`src/rtl/fetch_queue.sv`:
```
// Circular instruction buffer between fetch and dispatch: in-order, N_WAY lanes per cycle, flushed on branch hazard.
// Optional conditional-branch predecode on the dispatch lanes is enabled by defining FETCH_QUEUE_PREDECODE_EN.
`ifndef N_WAY
`define N_WAY 2
`endif
`ifndef XLEN
`define XLEN 32
`endif

module fetch_queue #(
  parameter int DEPTH = 8
) (
  input  logic                              clock,
  input  logic                              reset,
  input  logic [`N_WAY-1:0]                 fetch_valid,
  input  logic [`N_WAY-1:0][31:0]           fetch_inst,
  input  logic [`N_WAY-1:0][`XLEN-1:0]      fetch_pc,
  output logic                              fetch_ready,
  input  logic [`N_WAY-1:0]                 dispatched,
  input  logic                              branch_haz,
  output logic [`N_WAY-1:0]                 dispatch_valid,
  output logic [`N_WAY-1:0][31:0]           dispatch_inst,
  output logic [`N_WAY-1:0][`XLEN-1:0]      dispatch_pc,
  output logic [`N_WAY-1:0][`XLEN-1:0]      dispatch_npc,
  output logic [`N_WAY-1:0]                 branch_inst,
  output logic [$clog2(DEPTH):0]            count
);

  localparam int NW = `N_WAY;
  localparam int AW = $clog2(DEPTH);
  localparam int PW = AW + 1;

  logic [PW-1:0]          head, tail;
  logic [PW-1:0]          n_in, n_out;
  logic                   run_in, run_out;
  logic [31:0]            mem_inst [DEPTH];
  logic [`XLEN-1:0]       mem_pc   [DEPTH];
  logic [NW-1:0][AW-1:0]  rd_idx, wr_idx;

  // The wrap bit makes tail - head distinguish full from empty.
  assign count       = tail - head;
  assign fetch_ready = (PW'(DEPTH) - count) >= PW'(NW);

  always_comb begin
    n_in    = '0;
    n_out   = '0;
    run_in  = 1'b1;
    run_out = 1'b1;
    for (int k = 0; k < NW; k++) begin
      if (run_in && fetch_valid[k]) n_in = n_in + 1'b1;
      else                          run_in = 1'b0;
      if (run_out && dispatched[k] && dispatch_valid[k]) n_out = n_out + 1'b1;
      else                                               run_out = 1'b0;
    end
  end

  always_comb begin
    rd_idx         = '0;
    wr_idx         = '0;
    dispatch_valid = '0;
    dispatch_inst  = '0;
    dispatch_pc    = '0;
    dispatch_npc   = '0;
    for (int i = 0; i < NW; i++) begin
      rd_idx[i]         = AW'(head + PW'(i));
      wr_idx[i]         = AW'(tail + PW'(i));
      dispatch_valid[i] = (count > PW'(i)) && !branch_haz;
      if (dispatch_valid[i]) begin
        dispatch_inst[i] = mem_inst[rd_idx[i]];
        dispatch_pc[i]   = mem_pc[rd_idx[i]];
        dispatch_npc[i]  = mem_pc[rd_idx[i]] + `XLEN'(4);
      end
    end
  end

`ifdef FETCH_QUEUE_PREDECODE_EN
  always_comb begin
    branch_inst = '0;
    for (int i = 0; i < NW; i++)
      branch_inst[i] = dispatch_valid[i] && (dispatch_inst[i][6:0] == 7'b1100011);
  end
`else
  assign branch_inst = '0;
`endif

  always_ff @(posedge clock or posedge reset) begin
    if (reset) begin
      head <= '0;
      tail <= '0;
      for (int d = 0; d < DEPTH; d++) begin
        mem_inst[d] <= '0;
        mem_pc[d]   <= '0;
      end
    end else if (branch_haz) begin
      head <= '0;
      tail <= '0;
    end else begin
      if (fetch_ready) begin
        for (int k = 0; k < NW; k++) begin
          if (PW'(k) < n_in) begin
            mem_inst[wr_idx[k]] <= fetch_inst[k];
            mem_pc[wr_idx[k]]   <= fetch_pc[k];
          end
        end
        tail <= tail + n_in;
      end
      head <= head + n_out;
    end
  end

endmodule

```
`config.mk`:
```
export PLATFORM = sky130hd
export DESIGN_NAME = fetch_queue
export DESIGN_NICKNAME = d
export VERILOG_FILES = /design/src/rtl/fetch_queue.sv
export SDC_FILE = /design/constraint.sdc
export NUM_CORES = 2
export LEC_CHECK = 0
export ABC_AREA = 1
export BUFFER_PORTS_ARGS = -buffer_cell sky130_fd_sc_hd__buf_2
export CORE_UTILIZATION = 40
export CTS_BUF_LIST = sky130_fd_sc_hd__clkbuf_4 sky130_fd_sc_hd__clkbuf_8
export CTS_CLUSTER_DIAMETER = 150
export DETAILED_ROUTE_END_ITERATION = 8
export PLACE_DENSITY_LB_ADDON = 0.25
export SYNTH_ARGS = -nofsm -noshare
export SYNTH_HDL_FRONTEND = slang
export SYNTH_SLANG_ARGS = --single-unit
```
`constraint.sdc`:
```
create_clock -name clock -period 16.3 [get_ports clock]
set_input_delay 0.815 -clock clock [delete_from_list [all_inputs] [get_ports clock]]
set_output_delay 0.815 -clock clock [all_outputs]
set_load 0.005 [all_outputs]
```
---- After elaboration in Yosys (flattened, before gate mapping) ----
Cells that the tools add are included.
word-level totals
  register bits after elaboration ......... 520
  input port bits ......................... 135
  output and inout port bits .............. 201
operators by class
  add/subtract/negate cells ............... 10
  order comparisons ....................... 11
  muxes and demuxes ....................... 43
  bitwise logic cells ..................... 5
  reduce and logical (&&, ||, !) cells .... 11
operator list
  kind                     number
  $mux W256                8
  $bwmux W256              4
  $mux W32                 16
  $bmux W32 S3             4
  $demux W32 S3            2
  $add A32 B3 Y32 const B  2
  $ge A4 B4 Y1 const B     4
  $mux W4                  4
  $not A3 Y4               4
  $gt A4 B1 Y1 const B     2
  $logic_and A1 B1 Y1      8
  $lt A1 B4 Y1 const A     2
  $lt A4 B1 Y1 const B     2
  $add A3 B1 Y3 const B    2
  $add A4 B1 Y4 const B    1
  $add A4 B2 Y4            1
  $add A4 B4 Y4            1
  $ge A4 B2 Y1 const B     1
  $mux W1                  4
  $sub A4 B4 Y4            1
  $sub A4 B4 Y4 const A    1
  $add A1 B1 Y2 const B    1
  $mux W2                  1
  $reduce_and A2 Y1        1
  3 further kinds          3

---- Longest topological paths before layout ----
  depth after elaboration ................. 11
  gate-level depth with buffers ........... 23
  depth with buffers taken out ............ 17

---- Worst setup path after synthesis ----
Ideal clock, no wire load.
  path kind ............................... register to register
  from .................................... reg head[2]
  to ...................................... reg head[2]
  setup time .............................. 0.119 ns
  arrival ................................. 3.857 ns
  required time ........................... 16.181 ns
  slack ................................... 12.324 ns
  stages on the path, launching flop included .. 20
  cell sequence ........................... dfrtp_1 > buf_2 > inv_2 > clkbuf_1 > clkbuf_1 > clkbuf_1 > ha_1 > a21oi_1 > nand3_1 > nand2_1 > nand3_1 > nand2_2 > clkbuf_1 > clkbuf_1 > nor2_1 > ha_1 > ha_1 > fa_1 > xnor2_1 > nor2_1
between the ends
  word-level cells in the longest chain between the ends .. 10
  elaborated cells on any way between the ends .. 14
  classes of those cells .................. 3 x add/sub; 2 x order compare; 4 x mux; 5 x reduce/logical
ends and longest elaborated chain
  element                                                                line  source
  start, declared                                                        33    logic [PW-1:0] head, tail;
  start signal, assigned                                                 107   head <= head + n_out;
  parallel branches: the longest is 8 deep, another holds $sub A4 B4 Y4  --
  $add A4 B4 Y4 *                                                        107
  $mux W4 *                                                              94    end else if (branch_haz) begin
Mark *: on every way between the ends.
A chain may end at the register's enable or synchronous reset.

==> results.txt <==
- Remaining design rule violation count: 0
- Setup violations remaining at the end of the flow were counted as 0.
* Largest area contributor in the netlist: dfrtp_1
* Area occupied by registers: 13000 sq um
- The critical path contains buffers and inverters numbering 4 combined.
- The total overflow left after global routing is 0.
* Nets: 6433
- Slowest-stage cell, CP: dfrtp_4
- Power spread over the standard cell area amounts to between 150 and 200 nW/um^2.
- Initial standard-cell utilization of the core: 40.4%
* Number of buffers on the longest clock path: 3
* Highest ir drop seen on vdd: 0.205 mV
- FP Rows: ~120
- The setup path with the least slack is of type reg -> out.
- Dividing the detail-routed via count by the number of cells gives 5.76.
- The library cell used most frequently in the layout, excluding fill and tap cells, is nand2_1.
- Summed over all failing endpoints, the final setup total negative slack is 0 ns.
* Final Routed Wirelength: around 160000 um
* Number of vias in the routed layout: about 45k
- Reg2Reg Depth: 11
* Number of clock sinks: 520
* Unrepaired setup endpoints after global routing: no
- Routability-driven placement congestion ratio: ~0.92
- Number of buffers inserted for hold repair after clock tree synthesis: 0
- H-Tree Level Count: 3
- Final period utilization: 44.6%
* TritonCTS clock tree: yes
* Post-layout minimum cycle time: 7.26 ns
* Most numerous cell on the critical path: nand2_1
- In this design, the largest share of critical-path delay is due to buffers and inverters.
* Critical path required time: 15.49 ns
- R2R Path End: mem_pc[196]
- Yosys top cell area share: 31.7%
- Sequential cells were found to cover 31.7% of the synthesized design area.
* Multi-input gate area: 24100 sq um
- First drt pass iteration count: 6
* Die Wd: 322 um
- The detailed router finished its first iteration with 4775 violations.
- Setup slack, reg-to-reg: 9.09 ns
* Pin count of the biggest net entering global routing: between 200 and 300
- Chip Height: 322 um
- Fraction of layout cells with a size suffix above 1: 9.60%
- Detailed placement finished with a half-perimeter wire length of 91500 um.
- Number of library cell types mapped by synthesis: 37
* Worst hold-check path type: in -> async
- Tot GR Track Use: 30.1%
* I/O pin total: 336
- Post-Syn Area: 41100 sq um
- The flow ran to the end, and the final reports show no timing, DRC or antenna violations.
- Once the clock tree was built, the resizer swapped 0 gates to a different size.
- Leak Pwr: 19.4 nW
- Maximum capacitance violations: 0
- Number of instances in the synthesized netlist: roughly 6.3k
- Prevailing post-synth register cell: dfrtp_1
* Antenna violations before repair: 22
* Final Hold Fails: 0
- Clock tree synthesis selected as its root buffer the cell clkbuf_8.
- Averaged over all synthesized cells, the footprint is 6.49 sq um.
* DIE AREA: 104000 sq um
* Remaining antenna violation count after routing: 0
- Yosys warning count: 0
- First-pass GRT wire length: about 240000 um
- During placement, the flow inserted port buffers numbering 333.
- In this run the worst path has a maximum fanout of 73.
* Arrival time reported for the critical path endpoint: between 6 and 7 ns
* Clk_lat worst skew: 0.77 ns
- Most frequent cells in the layout: 1917 x nand2_1, 1023 x o21ai_0, 517 x dfrtp_1
- Cell-by-cell listing of the critical path: inv_2 -> ha_1 -> a21oi_1 -> nand2_1 -> nand2_1 -> nand2_1 -> nand3_1 -> nand2_4 -> nor2_4 -> clkinv_2 -> buf_4 -> a211oi_1 -> buf_2
- Dividing the detail-routed wire length by the instance count gives a little over 20 um.
- Post-CTS timing repair inserted 0 buffers for setup.
- The core region is 102000 sq um.
- Relative to the synthesized area, the layout overhead comes to 8.37%.
- The worst register-to-register path begins at head[0].
* Post-Route Skew: around 0.038 ns
* Maximum cell stage delay along the critical path: 1.06 ns
* Slew at the pin closest to its max-slew limit: 1.26 ns
- The count of pins over their slew limit was 0.
- After synthesis, the share of flip-flops with an asynchronous set or reset is 100%.
- Timing would allow up to between 0.1 and 0.15 GHz.
- Buffers inserted during clock tree synthesis total 102.
- Smallest hold slack: about 0.18 ns
- The synthesized design contains 0 enable-type register cells.
* Vias in the first global route: about 40k
* Leading cell types by total area after synthesis: dfrtp_1 32%, nand2_1 18%, o21ai_0 12%
- The synthesized design contains 520 register bits.
- STA classifies the critical path endpoint as an output port.
* Filler instances: 10.6k
* Launching element type of the critical path: flop
- Max-Slew Margin vs Limit: 16.1%
* Reg clk slew, reported paths: 0.06 ns
## where the power goes
group          switching (mW)  internal, mW  total [mW]
clock network           0.644         0.801        1.45
registers               0.448          1.74        2.18
logic                    3.21          1.50        4.71
total                    4.30          4.04        8.34
## flip-flops by register name, summed over array words and instances, names as in the netlist
name	flops
head	4
mem_inst	256
mem_pc	256
tail	4
## cells by family (layout without fill, tap and decap cells)
logic type | Yosys count | after routing | synth area share, %
adder cells (fa/ha/maj) | 18 | 18 | 0.603
flip-flops | 520 | 520 | 31.7
AND/OR/NAND/NOR | 2747 | 2747 | 26.7
other | 1 | 11 | 0.00913
multiplexers | 225 | 225 | 5.48
XOR/XNOR | 9 | 9 | 0.210
AO/OA/AOI/OAI | 1916 | 1916 | 25.4
buffers and inverters | 891 | 919 | 9.99
## worst max path at each step
stage | from | end | slack, ns | cells past startpoint
2_1_floorplan | reset | head[0] | 0.96 | 1
3_3_place_gp | head[1] | mem_pc[196] | 9.26 | 14
3_5_place_dp | head[0] | mem_pc[203] | 9.15 | 11
4_1_cts | head[1] | dispatch_inst[62] | 9.01 | 13
5_1_grt | head[0] | mem_pc[170] | 8.50 | 11
6_report | head[1] | dispatch_inst[62] | 9.04 | 13
## cell usage after synthesis (4+ instances only)
library cell / n
nand2_1: 1923
o21ai_0: 1023
dfrtp_1: 520
nand3_1: 418
nor2_1: 375
inv_1: 348
a21oi_1: 333
o211ai_1: 290
clkbuf_1: 252
o21ai_1: 234
mux2i_1: 225
buf_2: 146
buf_6: 50
buf_1: 42
buf_4: 41
a211oi_1: 33
ha_1: 15
nor2_2: 8
inv_2: 7
nor3_1: 7
xor2_1: 5
buf_8: 4
## worst reg2reg max path: stages, from the launching register on
cell and delay, ns:
dfrtp_4 1.17, ha_1 0.33, fa_1 0.48, ha_1 0.31, inv_1 0.06, nor4_4 0.29, nand3_4 0.49, nand2_8 0.95
buf_12 0.73, buf_4 1.05, buf_4 0.89, o21ai_0 0.25
## stage by stage
step / cells / setup WS (ns) / utilization (%) / instance area (sq um) / power [mW]
final: 7733 / 9.04 / 43.7 / 44500 / 8.34
after global routing: 7731 / 8.50 / 43.7 / 44500 / 9.05
after CTS: 7724 / 9.01 / 43.7 / 44500 / 8.30
after global placement: 7544 / 9.26 / 41.6 / 42300 / 6.71
after floorplan: 6328 / 0.958 / - / 41100 / 5.60
after detailed placement: 7544 / 9.15 / 41.6 / 42300 / 6.83
## routing by layer
| layer | vias to the layer above | part of all wire (%) | track usage [%] |
|---|---|---|---|
| li1 | 21135 | - | - |
| met1 | 20883 | 42 | 40.6 |
| met2 | 2132 | 45 | 47.9 |
| met3 | 353 | 9.1 | 5.44 |
| met4 | 24 | 3.3 | 11.4 |
| met5 | - | 0.099 | 0 |
## area by class of cell
class | count | area share [%]
Tap cell | 1368 | 3.85
Clock inverter | 12 | 0.188
Antenna cell | 9 | 0.0506
Timing Repair Buffer | 383 | 4.70
Inverter | 356 | 3.06
Clock buffer | 168 | 4.68
Sequential cell | 520 | 29.3
Multi-Input combinational cell | 4917 | 54.2
Note: power is estimated with default switching activity, not from simulation.
